File: src/rtl/sc_countdown_pkg.sv
// Shared types and defaults for the countdown timer.
// State encoding is fixed so other game blocks can decode it.
package sc_countdown_pkg;

   typedef enum logic [1:0] {
      ST_IDLE    = 2'b00,
      ST_RUN     = 2'b01,
      ST_PAUSE   = 2'b10,
      ST_EXPIRED = 2'b11
   } cd_state_t;

   localparam int DEFAULT_TICKDIVISOR = 4;
   localparam int DEFAULT_DATAWIDTH   = 8;

endpackage

File: src/rtl/sc_tickprescaler.sv
// Modulo-N prescaler; tick flags the terminal phase so the
// consumer decides whether that phase is an advancing edge.
module sc_tickprescaler
   import sc_countdown_pkg::*;
#(
   parameter int TICKDIVISOR = DEFAULT_TICKDIVISOR,
   localparam int W = (TICKDIVISOR > 1) ? $clog2(TICKDIVISOR) : 1
) (
   input  logic clock,
   input  logic reset,
   input  logic clear,
   input  logic enable,
   output logic tick
);

   localparam logic [W-1:0] LAST = W'(TICKDIVISOR - 1);

   logic [W-1:0] value;

   always_ff @(posedge clock) begin
      if (reset || clear) begin
         value <= '0;
      end else if (enable) begin
         value <= (value == LAST) ? '0 : value + 1'b1;
      end
   end

   assign tick = (value == LAST);

endmodule

File: src/rtl/sc_countdowntimer.sv
// Loadable, pausable down-counter with zero level and expire pulse.
// Feeds the game-control FSM alongside the score path.
module sc_countdowntimer
   import sc_countdown_pkg::*;
#(
   parameter int COUNTDOWN_DATAWIDTH   = DEFAULT_DATAWIDTH,
   parameter int COUNTDOWN_TICKDIVISOR = DEFAULT_TICKDIVISOR
) (
   input  logic                           SC_COUNTDOWN_CLOCK_50,
   input  logic                           SC_COUNTDOWN_RESET_InHigh,
   input  logic                           SC_COUNTDOWN_load_InLow,
   input  logic [COUNTDOWN_DATAWIDTH-1:0] SC_COUNTDOWN_loadvalue_InBUS,
   input  logic                           SC_COUNTDOWN_start_InLow,
   input  logic                           SC_COUNTDOWN_pause_InLow,
   output logic [COUNTDOWN_DATAWIDTH-1:0] SC_COUNTDOWN_data_OutBUS,
   output logic                           SC_COUNTDOWN_zero_Out,
   output logic                           SC_COUNTDOWN_expired_Out,
   output logic                           SC_COUNTDOWN_running_Out
);

   localparam int DW = COUNTDOWN_DATAWIDTH;

   cd_state_t       state, state_nx;
   logic [DW-1:0]   count, count_nx;
   logic            expired, expired_nx;
   logic            running;
   logic            presc_clear, presc_en, tick;

   sc_tickprescaler #(
      .TICKDIVISOR (COUNTDOWN_TICKDIVISOR)
   ) u_presc (
      .clock  (SC_COUNTDOWN_CLOCK_50),
      .reset  (SC_COUNTDOWN_RESET_InHigh),
      .clear  (presc_clear),
      .enable (presc_en),
      .tick   (tick)
   );

   always_ff @(posedge SC_COUNTDOWN_CLOCK_50) begin
      if (SC_COUNTDOWN_RESET_InHigh) begin
         state   <= ST_IDLE;
         count   <= '0;
         expired <= 1'b0;
         running <= 1'b0;
      end else begin
         state   <= state_nx;
         count   <= count_nx;
         expired <= expired_nx;
         running <= (state_nx == ST_RUN);
      end
   end

   always_comb begin
      state_nx    = state;
      count_nx    = count;
      expired_nx  = 1'b0;
      presc_clear = 1'b0;
      presc_en    = 1'b0;
      if (!SC_COUNTDOWN_load_InLow) begin
         count_nx    = SC_COUNTDOWN_loadvalue_InBUS;
         state_nx    = ST_IDLE;
         presc_clear = 1'b1;
      end else begin
         unique case (state)
            ST_IDLE: begin
               if (!SC_COUNTDOWN_start_InLow) begin
                  if (count != '0) begin
                     state_nx    = ST_RUN;
                     presc_clear = 1'b1;
                  end else begin
                     state_nx   = ST_EXPIRED;
                     expired_nx = 1'b1;
                  end
               end
            end
            // Releasing pause advances on that same edge: no phase loss
            ST_RUN, ST_PAUSE: begin
               if (!SC_COUNTDOWN_pause_InLow) begin
                  state_nx = ST_PAUSE;
               end else begin
                  state_nx = ST_RUN;
                  presc_en = 1'b1;
                  if (tick && count != '0) begin
                     count_nx = count - 1'b1;
                     if (count == DW'(1)) begin
                        state_nx   = ST_EXPIRED;
                        expired_nx = 1'b1;
                     end
                  end
               end
            end
            default: begin
            end
         endcase
      end
   end

   assign SC_COUNTDOWN_data_OutBUS = count;
   assign SC_COUNTDOWN_zero_Out    = (count == '0);
   assign SC_COUNTDOWN_expired_Out = expired;
   assign SC_COUNTDOWN_running_Out = running;

endmodule

File: config.mk
export PLATFORM = sky130hd
export DESIGN_NAME = sc_countdowntimer
export DESIGN_NICKNAME = d
export VERILOG_FILES = /design/src/rtl/sc_countdown_pkg.sv /design/src/rtl/sc_tickprescaler.sv /design/src/rtl/sc_countdowntimer.sv
export SDC_FILE = /design/constraint.sdc
export NUM_CORES = 1
export LEC_CHECK = 0
export ABC_AREA = 1
export CORE_MARGIN = 2
export CORE_UTILIZATION = 26
export CTS_CLUSTER_DIAMETER = 40
export DETAILED_ROUTE_END_ITERATION = 8
export PLACE_DENSITY = 0.58
export SYNTH_ARGS = -nofsm -noshare
export SYNTH_HDL_FRONTEND = slang
export SYNTH_SLANG_ARGS = --single-unit
File: constraint.sdc
create_clock -name SC_COUNTDOWN_CLOCK_50 -period 1.47 [get_ports SC_COUNTDOWN_CLOCK_50]
set_input_delay 0.441 -clock SC_COUNTDOWN_CLOCK_50 [delete_from_list [all_inputs] [get_ports SC_COUNTDOWN_CLOCK_50]]
set_output_delay 0.441 -clock SC_COUNTDOWN_CLOCK_50 [all_outputs]
set_load 0.05 [all_outputs]
==> run summary, run 1 <==
result of the run = complete, but fails checks
violated checks = setup timing
worst vdd ir = 0.000303 V
standard-cell row count = 21
RSZ-0062 raised after global routing = yes
antenna cell count = 0
Die Y = 63.8 microns
number of hold violations in the final report = 0
Total Wirelength = 2.88 mm
ratio of final minimum period to clock period = 116%
warnings from Yosys = 0
antenna violations before repair = 0
maximum cell stage delay along the critical path = 0.37 ns
FF-to-FF path depth = 10
share of the synthesized area in the top cell type = 30.1%
share of synthesized flip-flops with an asynchronous set or reset = 0%
die width = 63.8 microns
number of global-route vias before repair = 1073
required time of the critical path = 1.03 ns
worst-path cell chain = nor2_4, nand2_1, inv_2, nand2_4, clkinvlp_4, buf_12
endpoint class of the critical path = output port
I/O pin count = 24
sum of negative setup slack = -0.245 ns
final number of setup-violating endpoints = 2
netlist area before placement = 930 sq um
Root Driver = sky130_fd_sc_hd__clkbuf_4
number of synthesized register bits = 14
register area share after synthesis = 30.1%
DIE AREA = 4070 sq um
mean instance size in the synthesized netlist = 6.37 sq um
Levels on crit path = 6
CTS Hold Buffers Added = 0
Post-synth EDFFs = 0
area of the core region = 3390 sq um
path type of the worst setup path = flip-flop to output port
Via Count = 1135
number of design-rule violations left by the first detailed-router iteration = 73
fraction of layout cells with a size suffix above 1 = 43.4%
leftover overflow at the end of global routing = 0
All-Layer GR Usage = 13.6%
clk sinks = 14
total CTS buffers = 3
Post-Place Cells = 232
cell type of the slowest stage on the worst timing path = sky130_fd_sc_hd__dfxtp_4
crit path max fanout = 3
wire length of the first global-routing pass = 4.46 mm
number of buffer cells added on primary ports = 23
multiplexer fraction of the synthesized cell area = 0%
critical path data arrival time = 1.26 ns
Max H-tree Level = 1
hold-critical path depth = 2
Min-Delay Path Class = flip-flop to flip-flop
largest net degree at the start of global routing = 9
wire length per cell after detailed routing = 11.8 microns
Synth Instances = 146
Detailed Place HPWL = 2.06 mm
dominant combinational cell family by area after synthesis = simple AND/OR/NAND/NOR gates
Clock Skews = 0.00692 ns
XOR/XNOR share of the synthesized area = 0%
kind of launch point of the worst setup path = flip-flop
dominant delay contributor by cell family on the critical path = flip-flops
initial standard-cell utilization of the core = 27.4%
Worst Path Buf+Inv = 3
PwrDens = 767 nW/um^2
least setup slack across all paths after layout = -0.229 ns
final design area excluding fillers = 1680 sq um
cell type with the highest aggregate area in the netlist = sky130_fd_sc_hd__dfxtp_1
most instantiated library cell after synthesis = sky130_fd_sc_hd__nand2_1
Compound-Gate Fraction of Synth Area = 13.5%
leakage power = 0.784 nW
time the worst path needs with I/O delays and setup = 1.70 ns
maximum clock path buffer count = 2
final antenna-violating net count = 0
Synth-to-Final Area Change = 81.2%
final instance count without filler cells = 244
Synth Area in Adders = 8.08%
first-pass iteration count of the detailed router = 4
upper clock frequency limit = 589 MHz
clock slew at reported path FFs = 0.10 ns
number of fillers in the final layout = 314
library cells used by synthesis = 23
largest cells by area after synthesis = sky130_fd_sc_hd__dfxtp_1 30%, sky130_fd_sc_hd__nand2_1 15%, sky130_fd_sc_hd__nor2_1 8.9%, sky130_fd_sc_hd__ha_1 8.1%, sky130_fd_sc_hd__inv_1 6.5%
fraction of the mapped netlist area in simple logic gates = 37.7%
max-capacitance violation count = 0
TritonCTS clock tree = built
R2R setup slack = -0.02 ns
predominant post-synthesis flop cell = sky130_fd_sc_hd__dfxtp_1
Post-synth top cells = 37 x sky130_fd_sc_hd__nand2_1, 22 x sky130_fd_sc_hd__nor2_1, 16 x sky130_fd_sc_hd__inv_1
net count of the finished layout = 218
Worst Max-Slew Pin Slew = 0.249 ns
synthesized netlist net count = 165
max-slew headroom at the worst pin = 83.4%
final count of pins violating max slew = 0
routability congestion estimate from global placement = 0.821
vias per inst = 4.65
instance area after placement = 1490 sq um
DRC violation count after routing = 0
Clk Latency, worst-skew pair = 0.28 ns
[tightest hold or removal path, delay by kind of cell, from the launching register on]
kind	cells	cell delay [ns]
and+or+nand+nor	1	0.06
DFF	1	0.33
AOI/OAI and AO/OA	1	0.05
[layer usage]
layer  up-vias  track usage [%]  part of all wire, %
met5         -                0                    0
met4         0             5.43                  1.6
met3         6             2.11                  4.4
met2        34             22.0                   48
met1       523             17.9                   46
li1        572                -                    -
[power by group]
group	switching [W]	internal, W	leakage [nW]
logic	0.000303	0.000274	0.644
registers	0.0000251	0.000404	0.120
clock network	0.000135	0.000151	0.0210
[worst paths after layout]
| path | startpoint | end |
|---|---|---|
| worst min-delay path | u_presc.value[1] | u_presc.value[1] |
| worst min register to register | u_presc.value[1] | u_presc.value[1] |
| worst max-delay path | SC_COUNTDOWN_data_OutBUS[4] | SC_COUNTDOWN_zero_Out |
| worst max register to register | SC_COUNTDOWN_data_OutBUS[4] | SC_COUNTDOWN_data_OutBUS[3] |
[cell families after synthesis]
| family | after synthesis |
|---|---|
| buffers and inverters | 23 |
| AND/OR/NAND/NOR | 79 |
| flip-flops | 14 |
| adder cells (fa/ha/maj) | 6 |
| AO/OA/AOI/OAI | 24 |
[state kept, by name (all words and copies together), names as in the netlist]
name	flops
SC_COUNTDOWN_running_Out	1
u_presc.value	2
SC_COUNTDOWN_expired_Out	1
state	2
SC_COUNTDOWN_data_OutBUS	8
[placed cells by master, fill, tap and decap left out, drive strengths merged]
cell	synthesis	layout
dlymetal6s2s	0	1
o22ai	1	1
o21ai	11	11
nor3	1	1
nand2	41	41
a21oi	11	11
ha	6	6
inv	19	19
clkinvlp	0	1
clkbuf	0	4
clkdlybuf4s50	0	11
nand4	3	3
nand3	9	9
nor2	24	24
dfxtp	14	14
buf	3	39
o221ai	1	1
nor3b	1	1
[layout make-up]
type | count | area (sq um) | area share, %
Inverter | 20 | 86.3 | 5.13
Tap cell | 46 | 57.6 | 3.42
Clock buffer | 4 | 36.3 | 2.15
Sequential cell | 14 | 303 | 18.0
Timing Repair Buffer | 51 | 564 | 33.5
Multi-Input combinational cell | 109 | 637 | 37.8
[what timing repair did]
| item | 4_1_cts | 5_1_grt |
|---|---|---|
| setup endpoints to repair | 8 | 13 |
| pin swaps | 3 | 7 |
| setup buffers | 3 | 6 |
| gates cloned | 0 | 0 |
| resized for setup | 7 | 24 |
[through the flow]
| stage | util, % | setup slack (ns) | hold slack [ns] | total power (W) |
|---|---|---|---|---|
| after floorplan | - | -0.0786 | 0.443 | 0.000706 |
| after global placement | 44.1 | -0.255 | 0.455 | 0.000934 |
| after detailed placement | 44.1 | -0.288 | 0.464 | 0.000940 |
| after CTS | 46.4 | -0.238 | 0.479 | 0.00124 |
| after global routing | 49.7 | -0.281 | 0.497 | 0.00136 |
| final | 49.7 | -0.229 | 0.479 | 0.00129 |
Power figures use the tool's default switching activity.
==> inputs of run 2 (changes only) <==
--- a/config.mk
+++ b/config.mk
@@ -6,8 +6,10 @@
 export NUM_CORES = 1
 export LEC_CHECK = 0
 export ABC_AREA = 1
+export ABC_CLOCK_PERIOD_IN_PS = 1470
 export CORE_MARGIN = 2
 export CORE_UTILIZATION = 26
+export CTS_BUF_LIST = sky130_fd_sc_hd__clkbuf_16
 export CTS_CLUSTER_DIAMETER = 40
 export DETAILED_ROUTE_END_ITERATION = 8
 export PLACE_DENSITY = 0.58
==> run 2 against run 1 <==
- the flow still finishes with violations (setup timing)
- register-to-register slack better by 0.04 ns
- fmax grew 3.4%
- first-iteration DRC count grew 1.4%
- combinational power is 4.9% lower
- sequential power up 2%
- wire length shrank 4.3%
- largest power group unchanged
- critical path type unchanged
- largest cell class unchanged
- global-route usage grew 0.85 points
- total power grew 17%
==> run summary, run 2 (synthesis results as in run 1) <==
kind of launch point of the worst setup path = flip-flop
TritonCTS clock tree = built
die width = 63.8 microns (unchanged)
initial standard-cell utilization of the core = 27.4% (unchanged)
Root Driver = sky130_fd_sc_hd__clkbuf_16
share of total power in the clock network = 34.9% (+13 points)
time the worst path needs with I/O delays and setup = 1.64 ns (-0.0554 ns)
critical path data arrival time = 1.20 ns (-0.06 ns)
I/O pin count = 24 (unchanged)
DRC violation count after routing = 0 (unchanged)
result of the run = complete, but fails checks
PwrDens = 900 nW/um^2 (+17%)
RSZ-0062 raised after global routing = yes
least setup slack across all paths after layout = -0.174 ns (+0.0554 ns)
vias per inst = 4.58 (-1.6%)
Util after Layout = 49.5% (-0.15 points)
cell type of the slowest stage on the worst timing path = sky130_fd_sc_hd__dfxtp_4
Max H-tree Level = 1 (unchanged)
wire length of the first global-routing pass = 4.58 mm (+2.6%)
ratio of final minimum period to clock period = 112% (-3.8 points)
number of fillers in the final layout = 309 (-1.6%)
All-Layer GR Usage = 14.4% (+0.85 points)
leftover overflow at the end of global routing = 0 (unchanged)
highest-count cells in the layout ignoring fill and taps = 36 x sky130_fd_sc_hd__nand2_1, 24 x sky130_fd_sc_hd__buf_4, 19 x sky130_fd_sc_hd__nor2_1
upper clock frequency limit = 608 MHz (+3.4%)
flip-flop count of the largest register after layout = 8 (unchanged)
Detailed Place HPWL = 2.06 mm (unchanged)
clk sinks = 14 (unchanged)
Clk Latency, worst-skew pair = 0.25 ns (-0.03 ns)
number of global-route vias before repair = 1079 (+0.56%)
net switching power of the design = 0.000484 W (+4.5%)
number of design-rule violations left by the first detailed-router iteration = 74 (+1.4%)
switching power share of the total = 32.0% (-3.8 points)
worst-path cell chain = nor2_4, nand2_1, inv_2, nand2_4, clkinvlp_4, buf_12
number of hold violations in the final report = 0 (unchanged)
routability congestion estimate from global placement = 0.821 (unchanged)
max-capacitance violation count = 0 (unchanged)
first-pass iteration count of the detailed router = 4 (unchanged)
Clock Skews = 0.00331 ns (-0.00361 ns)
Min-Delay Path Class = flip-flop to flip-flop
final antenna-violating net count = 0 (unchanged)
Via Count = 1103 (-2.8%)
net count of the finished layout = 215 (-1.4%)
fraction of layout cells with a size suffix above 1 = 39.5% (-3.9 points)
worst vdd ir = 0.000351 V (+16%)
Reg power frac = 28.8% (-4.4 points)
path type of the worst setup path = flip-flop to output port
DIE AREA = 4070 sq um (unchanged)
maximum clock path buffer count = 2 (unchanged)
final number of setup-violating endpoints = 1 (-1)
power share of the combinational group = 36.3% (-8.4 points)
antenna violations before repair = 0 (unchanged)
standard-cell row count = 21 (unchanged)
final count of pins violating max slew = 0 (unchanged)
CTS Hold Buffers Added = 0 (unchanged)
instance area after placement = 1490 sq um (unchanged)
crit path max fanout = 5 (+2)
clock slew at reported path FFs = 0.05 ns (-0.05 ns)
required time of the critical path = 1.03 ns (about the same)
endpoint class of the critical path = output port
total CTS buffers = 3 (unchanged)
Total Wirelength = 2.75 mm (-4.3%)
max-slew headroom at the worst pin = 82.6% (-0.75 points)
PnR Total Power = 0.00151 W (+17%)
Die Y = 63.8 microns (unchanged)
final design area excluding fillers = 1680 sq um (-0.30%)
violated checks = setup timing
Synth-to-Final Area Change = 80.6%
leakage power = 0.779 nW (-0.62%)
cell-internal power = 0.00103 W (+24%)
largest net degree at the start of global routing = 9 (unchanged)
Worst Max-Slew Pin Slew = 0.260 ns (+0.0108 ns)
antenna cell count = 0 (unchanged)
wire length per cell after detailed routing = 11.4 microns (-3.1%)
maximum cell stage delay along the critical path = 0.37 ns (about the same)
commonest non-fill, non-tap cell in the layout = sky130_fd_sc_hd__nand2_1
area of the core region = 3390 sq um (unchanged)
number of buffer cells added on primary ports = 23 (unchanged)
-- run 2: cell types whose count changed in the layout (fill, tap and decap cells not counted), sizes merged --
cell	delta
clkbuf	-1
clkinv	+1
buf	-3
-- run 2: critical path: cells and delay by family, from the launching register on --
| family | cells | cell delay [ns] |
|---|---|---|
| buf+inv | 3 | 0.29 |
| simple gates | 3 | 0.29 |
| flops | 1 | 0.37 |
-- run 2: worst paths after layout --
check                           slack, ns                        start  cells after the start                           to
worst min register to register       0.47             u_presc.value[1]                      2             u_presc.value[1]
worst min-delay path                 0.47             u_presc.value[1]                      2             u_presc.value[1]
worst max-delay path                -0.17  SC_COUNTDOWN_data_OutBUS[4]                      6        SC_COUNTDOWN_zero_Out
worst max register to register       0.02  SC_COUNTDOWN_data_OutBUS[4]                     10  SC_COUNTDOWN_data_OutBUS[7]
-- run 2: power groups by stage --
stage               logic, W  registers, W  clock network, W
detailed placement  0.000500      0.000440                 0
global route        0.000594      0.000439          0.000553
global placement    0.000494      0.000439                 0
floorplan           0.000199      0.000507                 0
CTS                 0.000519      0.000433          0.000534
finish              0.000549      0.000436          0.000527
-- run 2: layout make-up --
| cell class | instances | area [sq um] | share of cell area [%] |
|---|---|---|---|
| clock buffer | 3 | 75.1 | 4.47 |
| timing repair buffer | 48 | 534 | 31.8 |
| inverter | 20 | 83.8 | 4.99 |
| tap | 46 | 57.6 | 3.43 |
| sequential | 14 | 300 | 17.9 |
| clock inverter | 1 | 3.75 | 0.224 |
| multi-input combinational | 109 | 624 | 37.2 |
-- run 2: through the flow --
stage	setup slack, ns	hold WS (ns)	setup TNS [ns]	instances
finish	-0.174	0.472	-0.174	241
global route	-0.222	0.489	-0.630	241
CTS	-0.186	0.472	-0.186	239
detailed placement	-0.288	0.464	-3.31	232
global placement	-0.255	0.455	-2.95	232
floorplan	-0.0786	0.443	-0.247	146
-- run 2: what timing repair did --
item / CTS / global route
setup endpoints to repair: 9 / 11
pin swaps: 3 / 7
setup buffers: 3 / 3
gates resized for setup: 4 / 19
-- run 2: layer usage --
layer,wire [microns],global-route usage (%),up-vias
li1,-,-,568
met1,1310,18.5,493
met2,1230,22.7,38
met3,135,2.46,4
met4,71,8.15,0
met5,0,0,-
==> inputs of run 3 (changes only) <==
--- a/config.mk
+++ b/config.mk
@@ -7,7 +7,7 @@
 export LEC_CHECK = 0
 export ABC_AREA = 1
 export ABC_CLOCK_PERIOD_IN_PS = 1470
-export CORE_MARGIN = 2
+export CAP_MARGIN = 20
 export CORE_UTILIZATION = 26
 export CTS_BUF_LIST = sky130_fd_sc_hd__clkbuf_16
 export CTS_CLUSTER_DIAMETER = 40
==> run 3 against run 2 <==
- the flow still finishes with violations (setup timing)
- sequential power barely moved
- combinational power up 3%
- total power grew 0.88%
==> run summary, run 3 (synthesis results as in run 1) <==
leakage power = 0.792 nW (+1.6%)
Worst Max-Slew Pin Slew = 0.243 ns (-0.0173 ns)
worst vdd ir = 0.000348 V (-0.96%)
area of the core region = 3390 sq um (unchanged)
final number of setup-violating endpoints = 1 (unchanged)
Total Wirelength = 2.81 mm (+2.0%)
die width = 61.8 microns (-3.1%)
met1 track utilization from global routing = 20.2% (+1.6 points)
wire length per cell after detailed routing = 11.6 microns (+1.1%)
Via Count = 1110 (+0.63%)
fraction of met3 tracks used by global routing = 2.69% (+0.23 points)
net count of the finished layout = 217 (+0.93%)
wire length of the first global-routing pass = 4.22 mm (-8.0%)
DIE AREA = 3820 sq um (-6.2%)
result of the run = complete, but fails checks
antenna violations before repair = 0 (unchanged)
Post-Place Setup Slack = -0.243 ns (+0.0455 ns)
path type of the worst setup path = flip-flop to output port
All-Layer GR Usage = 15.5% (+1.0 points)
worst-path cell chain = inv_4, ha_4, inv_2, nor2_4, nand2_4, clkinvlp_4, buf_12
critical path data arrival time = 1.19 ns (about the same)
cell type of the slowest stage on the worst timing path = sky130_fd_sc_hd__dfxtp_4
PwrDens = 890 nW/um^2 (-1.2%)
global route hottest layer = met2
clock slew at reported path FFs = 0.05 ns (about the same)
R2R setup slack = 0.05 ns (+0.03 ns)
commonest non-fill, non-tap cell in the layout = sky130_fd_sc_hd__nand2_1
Detailed Place HPWL = 2.07 mm (+0.80%)
Util after Layout = 50.6% (+1.0 points)
max-capacitance violation count = 0 (unchanged)
fraction of layout cells with a size suffix above 1 = 39.6% (+0.11 points)
final design area excluding fillers = 1710 sq um (+2.1%)
violated checks = setup timing
Global Route met2 Usage = 25.0% (+2.4 points)
Max H-tree Level = 1 (unchanged)
initial standard-cell utilization of the core = 27.4% (unchanged)
ratio of final minimum period to clock period = 111% (-0.77 points)
number of hold violations in the final report = 0 (unchanged)
upper clock frequency limit = 613 MHz (+0.69%)
TritonCTS clock tree = built
number of buffer cells added on primary ports = 23 (unchanged)
endpoint class of the critical path = output port
required time of the critical path = 1.03 ns (about the same)
leftover overflow at the end of global routing = 0 (unchanged)
least setup slack across all paths after layout = -0.163 ns (+0.0113 ns)
kind of launch point of the worst setup path = flip-flop
maximum clock path buffer count = 2 (unchanged)
area taken by flip-flops and latches = 300 sq um (unchanged)
I/O pin count = 24 (unchanged)
maximum cell stage delay along the critical path = 0.35 ns (-0.02 ns)
number of fillers in the final layout = 321 (+3.9%)
Min-Delay Path Class = flip-flop to flip-flop
RSZ-0062 raised after global routing = yes
time the worst path needs with I/O delays and setup = 1.63 ns (-0.0113 ns)
largest net degree at the start of global routing = 10 (+1)
total CTS buffers = 3 (unchanged)
Die Y = 61.8 microns (-3.1%)
max-slew headroom at the worst pin = 83.8% (+1.2 points)
flip-flop count of the largest register after layout = 8 (unchanged)
DRC violation count after routing = 0 (unchanged)
routability congestion estimate from global placement = 0.836 (+1.9%)
standard-cell row count = 21 (unchanged)
Clk Latency, worst-skew pair = 0.25 ns (about the same)
Clock Skews = 0.00141 ns (-0.00190 ns)
Post-Place Cells = 234 (+0.86%)
number of design-rule violations left by the first detailed-router iteration = 69 (-6.8%)
crit path max fanout = 2 (-3)
highest-count cells in the layout ignoring fill and taps = 37 x sky130_fd_sc_hd__nand2_1, 25 x sky130_fd_sc_hd__buf_4, 19 x sky130_fd_sc_hd__nor2_1
final instance count without filler cells = 243 (+0.83%)
final count of pins violating max slew = 0 (unchanged)
first-pass iteration count of the detailed router = 4 (unchanged)
vias per inst = 4.57 (-0.19%)
clk sinks = 14 (unchanged)
Root Driver = sky130_fd_sc_hd__clkbuf_16
Synth-to-Final Area Change = 84.4%
final antenna-violating net count = 0 (unchanged)
instance area after placement = 1510 sq um (+1.0%)
antenna cell count = 0 (unchanged)
combined area of the multi-input logic cells = 638 sq um (+2.2%)
number of global-route vias before repair = 978 (-9.4%)
## run 3: timing repair
item	CTS	global route
endpoints found under the setup margin	2	11
resized for setup	4	22
endpoints found under the hold margin	0	0
buffers inserted	4	3
hold buffers	0	0
pin swaps	4	14
## run 3: worst paths after layout
kind	startpoint	end	cells after the start
max	SC_COUNTDOWN_data_OutBUS[0]	SC_COUNTDOWN_zero_Out	7
max reg2reg	state[1]	SC_COUNTDOWN_data_OutBUS[4]	9
min	u_presc.value[1]	u_presc.value[1]	2
min reg2reg	u_presc.value[1]	u_presc.value[1]	2
## run 3: through the flow
stage	hold slack [ns]	total power, W	setup TNS, ns
6_report	0.474	0.00152	-0.163
5_1_grt	0.502	0.00160	-0.359
4_1_cts	0.482	0.00150	-0.181
3_5_place_dp	0.474	0.000946	-2.35
3_3_place_gp	0.451	0.000938	-1.89
2_1_floorplan	0.443	0.000706	-0.247
## run 3: layer usage
layer	vias to the layer above	part of all wire [%]
met1	505	44
met5	-	0
li1	567	-
met2	34	48
met3	4	6.4
met4	0	2.0
## run 3: final cells by class
class	instances	share of cell area, %
Sequential cell	14	17.5
Multi-Input combinational cell	109	37.2
Clock inverter	1	0.219
Timing Repair Buffer	50	32.3
Clock buffer	3	4.38
Tap cell	46	3.36
Inverter	20	5.04
## run 3: worst max-delay path, delay by kind of cell, from the launching register on
family	cells	cell delay, ns
buf+inv	4	0.36
fa+ha+maj	1	0.14
simple gates	2	0.10
flops	1	0.35
## run 3: report_power, final
part / switching (W) / internal (W) / leakage, nW / total (W)
Combinational: 0.000297 / 0.000271 / 0.635 / 0.000568
Sequential: 0.0000276 / 0.000405 / 0.119 / 0.000433
Clock: 0.000163 / 0.000360 / 0.0385 / 0.000524
